### src/rtl/spike_event_queue.sv
// Spike event input queue: filters empty/out-of-range events, buffers them in a FIFO and
// releases them to the convolution stage one timestep at a time.
module spike_event_queue #(
   parameter int BITS_PER_COORDINATE = 8,
   parameter int IN_CHANNELS         = 2,
   parameter int IMG_WIDTH           = 32,
   parameter int IMG_HEIGHT          = 32,
   parameter int FIFO_DEPTH          = 16,
   parameter int DROP_CNT_BITS       = 16
) (
   input  logic                                         clk,
   input  logic                                         rst_n,
   input  logic                                         in_valid,
   output logic                                         in_ready,
   input  logic                                         in_timestep,
   input  logic [BITS_PER_COORDINATE-1:0]               in_x,
   input  logic [BITS_PER_COORDINATE-1:0]               in_y,
   input  logic [IN_CHANNELS-1:0]                       in_spikes,
   output logic                                         event_valid,
   output logic [2*BITS_PER_COORDINATE+IN_CHANNELS:0]   event_data,
   input  logic                                         conv_ready,
   input  logic                                         conv_ack,
   input  logic                                         convolution_active,
   output logic                                         timestep_boundary,
   output logic                                         current_timestep,
   output logic [$clog2(FIFO_DEPTH):0]                  fill_count,
   output logic [DROP_CNT_BITS-1:0]                     drop_count
);

   localparam int AW = $clog2(FIFO_DEPTH);
   localparam int EW = 1 + 2*BITS_PER_COORDINATE + IN_CHANNELS;
   localparam logic [31:0] X_LIMIT = IMG_WIDTH;
   localparam logic [31:0] Y_LIMIT = IMG_HEIGHT;

   typedef enum logic [1:0] {ST_RUN, ST_DRAIN, ST_BOUNDARY} state_t;

   state_t        state;
   logic [EW-1:0] mem [FIFO_DEPTH];
   logic [AW:0]   wr_ptr;
   logic [AW:0]   rd_ptr;
   logic          empty;
   logic          full;
   logic          push;
   logic          in_range;
   logic          store;
   logic          drop;
   logic          pop;
   logic          head_ts;

   assign empty    = (wr_ptr == rd_ptr);
   assign full     = (wr_ptr[AW] != rd_ptr[AW]) && (wr_ptr[AW-1:0] == rd_ptr[AW-1:0]);
   assign in_ready = !full;
   assign push     = in_valid && !full;
   assign in_range = (32'(in_x) < X_LIMIT) && (32'(in_y) < Y_LIMIT);
   assign store    = push && (|in_spikes) && in_range;
   assign drop     = push && !store;

   assign event_data = mem[rd_ptr[AW-1:0]];
   assign head_ts    = event_data[EW-1];
   assign pop        = conv_ack && !empty && (state == ST_RUN);

   // Head is only offered while it belongs to the timestep being processed.
   assign event_valid       = (state == ST_RUN) && !empty && (head_ts == current_timestep);
   assign timestep_boundary = (state == ST_BOUNDARY);
   assign fill_count        = wr_ptr - rd_ptr;

   // NOTE: storage has no reset; the pointers alone decide which entries are live, so
   // stale contents after reset can never be presented as a valid event.
   always_ff @(posedge clk) begin
      if (store)
         mem[wr_ptr[AW-1:0]] <= {in_timestep, in_x, in_y, in_spikes};
   end

   always_ff @(posedge clk) begin
      if (!rst_n) begin
         wr_ptr           <= '0;
         rd_ptr           <= '0;
         drop_count       <= '0;
         current_timestep <= 1'b0;
         state            <= ST_RUN;
      end else begin
         if (store)
            wr_ptr <= wr_ptr + 1'b1;
         if (pop)
            rd_ptr <= rd_ptr + 1'b1;
         if (drop && (drop_count != '1))
            drop_count <= drop_count + 1'b1;

         unique case (state)
            ST_RUN: begin
               if (!empty && (head_ts != current_timestep))
                  state <= ST_DRAIN;
            end
            ST_DRAIN: begin
               if (conv_ready && !convolution_active)
                  state <= ST_BOUNDARY;
            end
            ST_BOUNDARY: begin
               current_timestep <= !current_timestep;
               state            <= ST_RUN;
            end
            default: state <= ST_RUN;
         endcase
      end
   end

endmodule

### config.mk
export PLATFORM = sky130hd
export DESIGN_NAME = spike_event_queue
export DESIGN_NICKNAME = d
export VERILOG_FILES = /design/src/rtl/spike_event_queue.sv
export SDC_FILE = /design/constraint.sdc
export NUM_CORES = 1
export LEC_CHECK = 0
export ABC_AREA = 0
export CELL_PAD_IN_SITES_DETAIL_PLACEMENT = 0
export CELL_PAD_IN_SITES_GLOBAL_PLACEMENT = 2
export CORE_MARGIN = 1.5
export CORE_UTILIZATION = 27
export CTS_CLUSTER_DIAMETER = 40
export CTS_CLUSTER_SIZE = 8
export DETAILED_ROUTE_END_ITERATION = 16
export PLACE_DENSITY_LB_ADDON = 0.25
export SETUP_SLACK_MARGIN = 0.2
export SLEW_MARGIN = 10
export SYNTH_ARGS = -nofsm -noshare
export SYNTH_HDL_FRONTEND = slang
export SYNTH_SLANG_ARGS = --single-unit
### constraint.sdc
create_clock -name clk -period 4.65 [get_ports clk]
set_input_delay 0.93 -clock clk [delete_from_list [all_inputs] [get_ports clk]]
set_output_delay 0.93 -clock clk [all_outputs]
set_load 0.02 [all_outputs]
## Word level (Yosys, flattened, before mapping)

Memory sizes are Yosys's and may differ from the RTL's. A register that Yosys moved wholly into a read port is not among the register bits.
Cells that the tools add are included.

| word-level totals | value |
|---|---|
| bits in registers | 29 |
| bits in writable memories | 304 |
| input port bits | 25 |
| output and inout port bits | 44 |
| logic and storage cells | 50 |
| memories kept | 1 |

| operators by class | value |
|---|---|
| add/subtract/negate cells | 4 |
| order comparisons | 2 |
| equal/unequal tests | 10 |
| mux-type cells | 7 |
| reductions and logical operators | 21 |

Memories:

| name | depth | width | rd ports | clocked after memory_dff | write ports | RTL line | source |
|---|---|---|---|---|---|---|---|
| mem | 16 | 19 | 1 | 1 | 1 | 38 | `logic [EW-1:0] mem [FIFO_DEPTH];` |

Operator list:

| kind | count |
|---|---|
| adder 16 x 1 -> 16 bit (second input constant) | 1 |
| < comparator 8 x 6 -> 1 bit (second input constant) | 2 |
| != test 16 bit (second input constant) | 1 |
| logical AND 1 bit | 13 |
| adder 5 x 1 -> 5 bit (second input constant) | 2 |
| two-way mux 4 bit | 2 |
| == test 5 bit | 1 |
| logical NOT 1 bit | 5 |
| subtractor 5 bit | 1 |
| == test 4 bit | 1 |
| two-way mux 2 bit | 2 |
| one-hot mux 2 bit (2 select lines) | 1 |
| == test 2 x 1 -> 1 bit (second input constant) | 1 |
| == test 2 bit (second input constant) | 1 |
| logical NOT 2 bit | 1 |
| two-way mux 1 bit | 2 |
| != test 1 bit | 2 |
| != test 2 x 1 -> 1 bit (second input constant) | 1 |
| != test 2 bit (second input constant) | 1 |
| AND reduction 2 bit | 1 |
| OR reduction 2 bit | 1 |
| == test 1 bit | 1 |

## Logic depth before layout (Yosys ltp)

| depth | value |
|---|---|
| depth in word-level cells | 9 |
| gate-level depth with buffers | 8 |
| depth with buffers taken out | 7 |

## Least setup slack after synthesis

Ideal clock, no wire load.

| timing path | value |
|---|---|
| path type | input -> register |
| from | input port in_x[7] |
| to | memory mem[15][0] (netlist bit) (enable) |
| setup time | 0.449 ns |
| data arrival time | 3.532 ns |
| data required time | 4.201 ns |
| path slack | 0.669 ns |
| stages on the path | 3 |
| buffers on the path | 0 |
| cells stage by stage | nor4_1 -> o211ai_1 -> nor4_1 |

| on the way | value |
|---|---|
| cells in the longest elaborated chain, start to end | 5 |

Ends and longest elaborated chain:

| element | RTL line | source |
|---|---|---|
| start, declared | 16 | `input logic [BITS_PER_COORDINATE-1:0] in_x,` |
| < comparator 8 x 6 -> 1 bit | 54 | `assign in_range = (32'(in_x) < X_LIMIT) && (32'(in_y) < Y_LIMIT);` |
| logical AND 1 bit | 54 |  |
| logical AND 1 bit | 55 | `assign store = push && (\|in_spikes) && in_range;` |
| two-way mux 1 bit | 70 | `if (store)` |
| two-way mux 1 bit (implied by the code) | 71 | `mem[wr_ptr[AW-1:0]] <= {in_timestep, in_x, in_y, in_spikes};` |
| end, declared | 38 |  |

No other way between the ends.

==> impl_metrics.xml <==
<?xml version="1.0" encoding="UTF-8"?>
<metrics>
  <group name="clock_network">
    <metric name="clk-insertion-delay-late" unit="ns">0.58</metric>
    <metric name="cts-root-to-sink-buffers" unit="">3</metric>
    <metric name="cts.sink_count" unit="">337</metric>
    <metric name="cts.repair_timing.setup_buffer_count" unit="">0</metric>
    <metric name="clkSlewWorstSetupHoldPaths" unit="ns">0.05</metric>
    <metric name="cts_inserted_buffers" unit="">59</metric>
    <metric name="cts-hold-fix-buffers" unit="">0</metric>
    <metric name="cts-htree-levels" unit="">2</metric>
    <metric name="cts.repair.resized" unit="">0</metric>
    <metric name="cts_tree" unit="">yes</metric>
    <metric name="root_buffer" unit="">clkbuf_16</metric>
  </group>
  <group name="routing">
    <metric name="detailroute.via_count" unit="">6769</metric>
    <metric name="routed_wire_length_per_instance" unit="um">22.7</metric>
    <metric name="routed_wl" unit="um">32400</metric>
    <metric name="detailed_route_iter0_violations" unit="">375</metric>
    <metric name="antenna_violating_nets_post_route" unit="">0</metric>
    <metric name="via_per_inst" unit="">4.74</metric>
    <metric name="detailedRoute.firstPassIterationCount" unit="">4</metric>
    <metric name="remaining_drc_errors" unit="">0</metric>
  </group>
  <group name="sta">
    <metric name="grt_setup_unrepaired" unit="">no</metric>
    <metric name="setup_total_negative_slack" unit="ns">0</metric>
    <metric name="clock-skew-final" unit="ns">0.0201</metric>
    <metric name="min_period" unit="ns">4.15</metric>
    <metric name="final_cycle_share" unit="">0.892</metric>
    <metric name="worst-slew-pin-transition" unit="ns">1.09</metric>
    <metric name="report.final.setup_viol" unit="">0</metric>
    <metric name="slew_violations" unit="">0</metric>
    <metric name="final-hold-violation-count" unit="">0</metric>
    <metric name="fmax" unit="MHz">241</metric>
    <metric name="slew_headroom" unit="">0.268</metric>
  </group>
  <group name="final_layout">
    <metric name="layout.core_utilization" unit="">0.349</metric>
    <metric name="ff_latch_area" unit="um^2">9800</metric>
    <metric name="multiInputGateArea" unit="um^2">3290</metric>
    <metric name="final.fill_count" unit="">4479</metric>
    <metric name="final_nets" unit="">813</metric>
    <metric name="area_delta_synth_final" unit="%">26.9</metric>
    <metric name="insertedDiodeCount" unit="">0</metric>
    <metric name="layout-drive-gt1-share" unit="">0.287</metric>
  </group>
  <group name="logic_synthesis">
    <metric name="synth_top_cells_by_count" unit="">304 x edfxtp_1, 94 x mux4_2, 33 x dfxtp_1</metric>
    <metric name="synth_top_cell_area_share" unit="">0.691</metric>
    <metric name="syn_nets" unit="">677</metric>
    <metric name="synth-main-ff-cell" unit="">edfxtp_1</metric>
    <metric name="post-synth-top-count-cell" unit="">edfxtp_1</metric>
    <metric name="synth_enable_flop_cells" unit="">304</metric>
    <metric name="synth.largest_area_cell" unit="">edfxtp_1</metric>
    <metric name="synth.cell_area" unit="um^2">13200</metric>
    <metric name="seq_area_frac_synth" unit="">0.741</metric>
    <metric name="postSynthRegisterBits" unit="">337</metric>
    <metric name="yosysWarningCount" unit="">0</metric>
    <metric name="synthTopCellsByArea" unit="">edfxtp_1 69%, mux4_2 16%, dfxtp_1 5.0%</metric>
    <metric name="netlist-cell-type-count" unit="">51</metric>
    <metric name="post_synth_inst_count" unit="">641</metric>
    <metric name="syn-mean-instance-area" unit="um^2">20.6</metric>
    <metric name="synthArstFlopShare" unit="">0</metric>
  </group>
  <group name="min_path">
    <metric name="min_to" unit="">drop_count[1]$_SDFFE_PN0P_</metric>
    <metric name="min_delay_path_depth" unit="">2</metric>
    <metric name="hold_path.class" unit="">reg -&gt; reg</metric>
    <metric name="timing.hold.worst.start" unit="">drop_count[1]$_SDFFE_PN0P_</metric>
  </group>
  <group name="pwr">
    <metric name="power.internal" unit="mW">6.00</metric>
    <metric name="fraction_of_power_consumed_by_combinational_cells" unit="">0.015</metric>
    <metric name="power.density_cell_area" unit="nW/um^2">443</metric>
    <metric name="power_switching" unit="mW">1.43</metric>
    <metric name="vdd.ir_drop.worst" unit="uV">311</metric>
    <metric name="power_switching_share" unit="">0.193</metric>
    <metric name="power_leakage" unit="nW">5.22</metric>
    <metric name="part_of_the_total_power_dissipated_in_sequential_elements" unit="">0.446</metric>
    <metric name="clock_power_share" unit="">0.539</metric>
  </group>
  <group name="placed_design">
    <metric name="placement.io_buffers" unit="">68</metric>
    <metric name="dp_hpwl" unit="um">19100</metric>
    <metric name="gp_congestion" unit="">0.735</metric>
  </group>
  <group name="setup_path">
    <metric name="ff2ff_setup_slack" unit="ns">1.77</metric>
    <metric name="cp_data_required_time" unit="ns">3.72</metric>
    <metric name="critical_path_peak_fanout" unit="">19</metric>
    <metric name="critPathMaxStageDelay" unit="ns">0.64</metric>
    <metric name="r2r.worst_path.cells" unit="">7</metric>
    <metric name="rr_endpoint" unit="">mem[5][6]$_DFFE_PP_</metric>
    <metric name="worst-path-buf-inv" unit="">2</metric>
    <metric name="timing_worst_setup_path_type" unit="">reg -&gt; out</metric>
    <metric name="critical_path.slowest_cell" unit="">dfxtp_4</metric>
    <metric name="crit_path_frequent_cell" unit="">mux4_2</metric>
    <metric name="critical_path.endpoint_type" unit="">output port</metric>
    <metric name="path_cells" unit="">buf_4 -&gt; mux4_2 -&gt; mux4_2 -&gt; clkdlybuf4s50_1</metric>
    <metric name="worst_ep_arrival_time" unit="ns">3.22</metric>
    <metric name="cpLargestDelayFamily" unit="">multiplexers</metric>
    <metric name="cp-start-kind" unit="">flop</metric>
    <metric name="r2r-start" unit="">wr_ptr[2]$_SDFFE_PN0P_</metric>
  </group>
  <group name="die">
    <metric name="initial_util" unit="">0.275</metric>
    <metric name="die_y" unit="um">224</metric>
    <metric name="die_w" unit="um">224</metric>
    <metric name="placementRows" unit="">80</metric>
    <metric name="design.core.area" unit="um^2">47900</metric>
    <metric name="design.die.area" unit="um^2">50200</metric>
    <metric name="io-pin-count" unit="">69</metric>
  </group>
  <group name="global_routing">
    <metric name="grt_max_degree" unit="">39</metric>
    <metric name="first_global_vias" unit="">7499</metric>
    <metric name="antenna_found_initial" unit="">1</metric>
    <metric name="global_route.usage.total" unit="">0.133</metric>
    <metric name="grt_first_pass_wirelength" unit="um">48700</metric>
    <metric name="grt-ovfl-total" unit="">0</metric>
  </group>
  <group name="flow_run">
    <metric name="cap_violations" unit="">0</metric>
  </group>
  <group name="run_status">
    <metric name="outcome" unit="">finished clean</metric>
  </group>
</metrics>
## worst register-to-register path: cells and delay by family (launching register included)
| kind | cells | cell delay [ns] |
|---|---|---|
| buffers and inverters | 1 | 0.38 |
| flip-flops | 1 | 0.61 |
| AND/OR/NAND/NOR | 4 | 0.92 |
| AO/OA/AOI/OAI | 1 | 0.24 |
| adder cells (fa/ha/maj) | 1 | 0.37 |
## registers in the layout, summed over array words and instances, names as in the netlist, named ones only
| register | flops |
|---|---|
| rd_ptr | 5 |
| state | 2 |
| wr_ptr | 5 |
| drop_count | 16 |
| mem | 304 |
| current_timestep | 1 |
## routing by layer
metal	track usage	vias to the layer above	wire [um]
li1	-	2943	-
met1	0.176	3561	13800
met2	0.216	208	15600
met3	0.0283	55	2190
met4	0.0482	2	732
met5	0	-	13
## cells in the final DEF (no fill, tap or decap), types with 2 or more instances in the layout
| cell type | instances |
|---|---|
| a21oi_1 | 14 |
| nand2_1 | 18 |
| nand4_1 | 4 |
| clkinv_2 | 9 |
| nand2b_1 | 5 |
| dfxtp_1 | 30 |
| nor2_1 | 17 |
| xor2_1 | 4 |
| dfxtp_2 | 2 |
| clkbuf_1 | 9 |
| xnor2_1 | 10 |
| buf_12 | 4 |
| nor3b_1 | 2 |
| nor2_2 | 11 |
| clkdlybuf4s50_1 | 68 |
| ha_1 | 10 |
| clkinv_4 | 2 |
| nor4_1 | 3 |
| clkinv_1 | 8 |
| buf_4 | 30 |
| bufinv_16 | 6 |
| clkinvlp_4 | 2 |
| and4_1 | 2 |
| mux2i_1 | 6 |
| and3_1 | 2 |
| inv_1 | 16 |
| nand3_1 | 8 |
| a21o_1 | 3 |
| or4_1 | 5 |
| nor3_2 | 4 |
| nor2b_1 | 2 |
| mux4_2 | 94 |
| or3_1 | 2 |
| clkbuf_16 | 60 |
| o41ai_1 | 2 |
| edfxtp_1 | 304 |
| nor3_1 | 4 |
| o31ai_1 | 5 |
## power groups by stage
stage	clock network, mW	registers (mW)	logic [mW]
6_report	4.00	3.31	0.111
5_1_grt	4.24	3.31	0.121
4_1_cts	4.11	3.31	0.113
3_5_place_dp	0	3.37	0.113
3_3_place_gp	0	3.37	0.108
2_1_floorplan	0	3.37	0.0299
## worst max path at each step
| stage | from | end | slack [ns] | depth (start not counted) |
|---|---|---|---|---|
| after CTS | flop | event_data[5] | 0.38 | 4 |
| after global placement | in_x[7] | mem[1][10]$_DFFE_PP_ | 1.0 | 8 |
| after floorplan | in_x[7] | mem[15][0]$_DFFE_PP_ | 0.67 | 3 |
| after global routing | flop | event_data[5] | 0.31 | 4 |
| final | flop | event_data[6] | 0.50 | 4 |
| after detailed placement | in_x[7] | mem[2][10]$_DFFE_PP_ | 0.92 | 8 |
## kinds of logic (layout without fill, tap and decap cells)
| group | Yosys count | after routing | synth area share |
|---|---|---|---|
| adder cells (fa/ha/maj) | 11 | 11 | 0.0110 |
| AO/OA/AOI/OAI | 39 | 39 | 0.0215 |
| flip-flops | 337 | 337 | 0.741 |
| AND/OR/NAND/NOR | 96 | 96 | 0.0373 |
| XOR/XNOR | 14 | 14 | 0.00929 |
| multiplexers | 101 | 101 | 0.166 |
| buffers and inverters | 43 | 215 | 0.0136 |
## cell type report
| type | instances | area share |
|---|---|---|
| sequential | 337 | 0.585 |
| multi-input combinational | 261 | 0.196 |
| clock buffer | 69 | 0.0916 |
| timing repair buffer | 102 | 0.0589 |
| tap | 615 | 0.0459 |
| clock inverter | 28 | 0.0190 |
| inverter | 16 | 0.00359 |
## through the flow
| step | hold slack (ns) | power [mW] | cell area [um^2] | cells | setup WS, ns |
|---|---|---|---|---|---|
| after global placement | 0.497 | 3.48 | 14900 | 1331 | 0.998 |
| final | 0.527 | 7.43 | 16800 | 1428 | 0.501 |
| after global routing | 0.547 | 7.67 | 16800 | 1428 | 0.314 |
| after floorplan | 0.507 | 3.40 | 13200 | 641 | 0.669 |
| after CTS | 0.521 | 7.54 | 16800 | 1428 | 0.380 |
| after detailed placement | 0.512 | 3.48 | 14900 | 1331 | 0.919 |
Power figures use the tool's default switching activity.
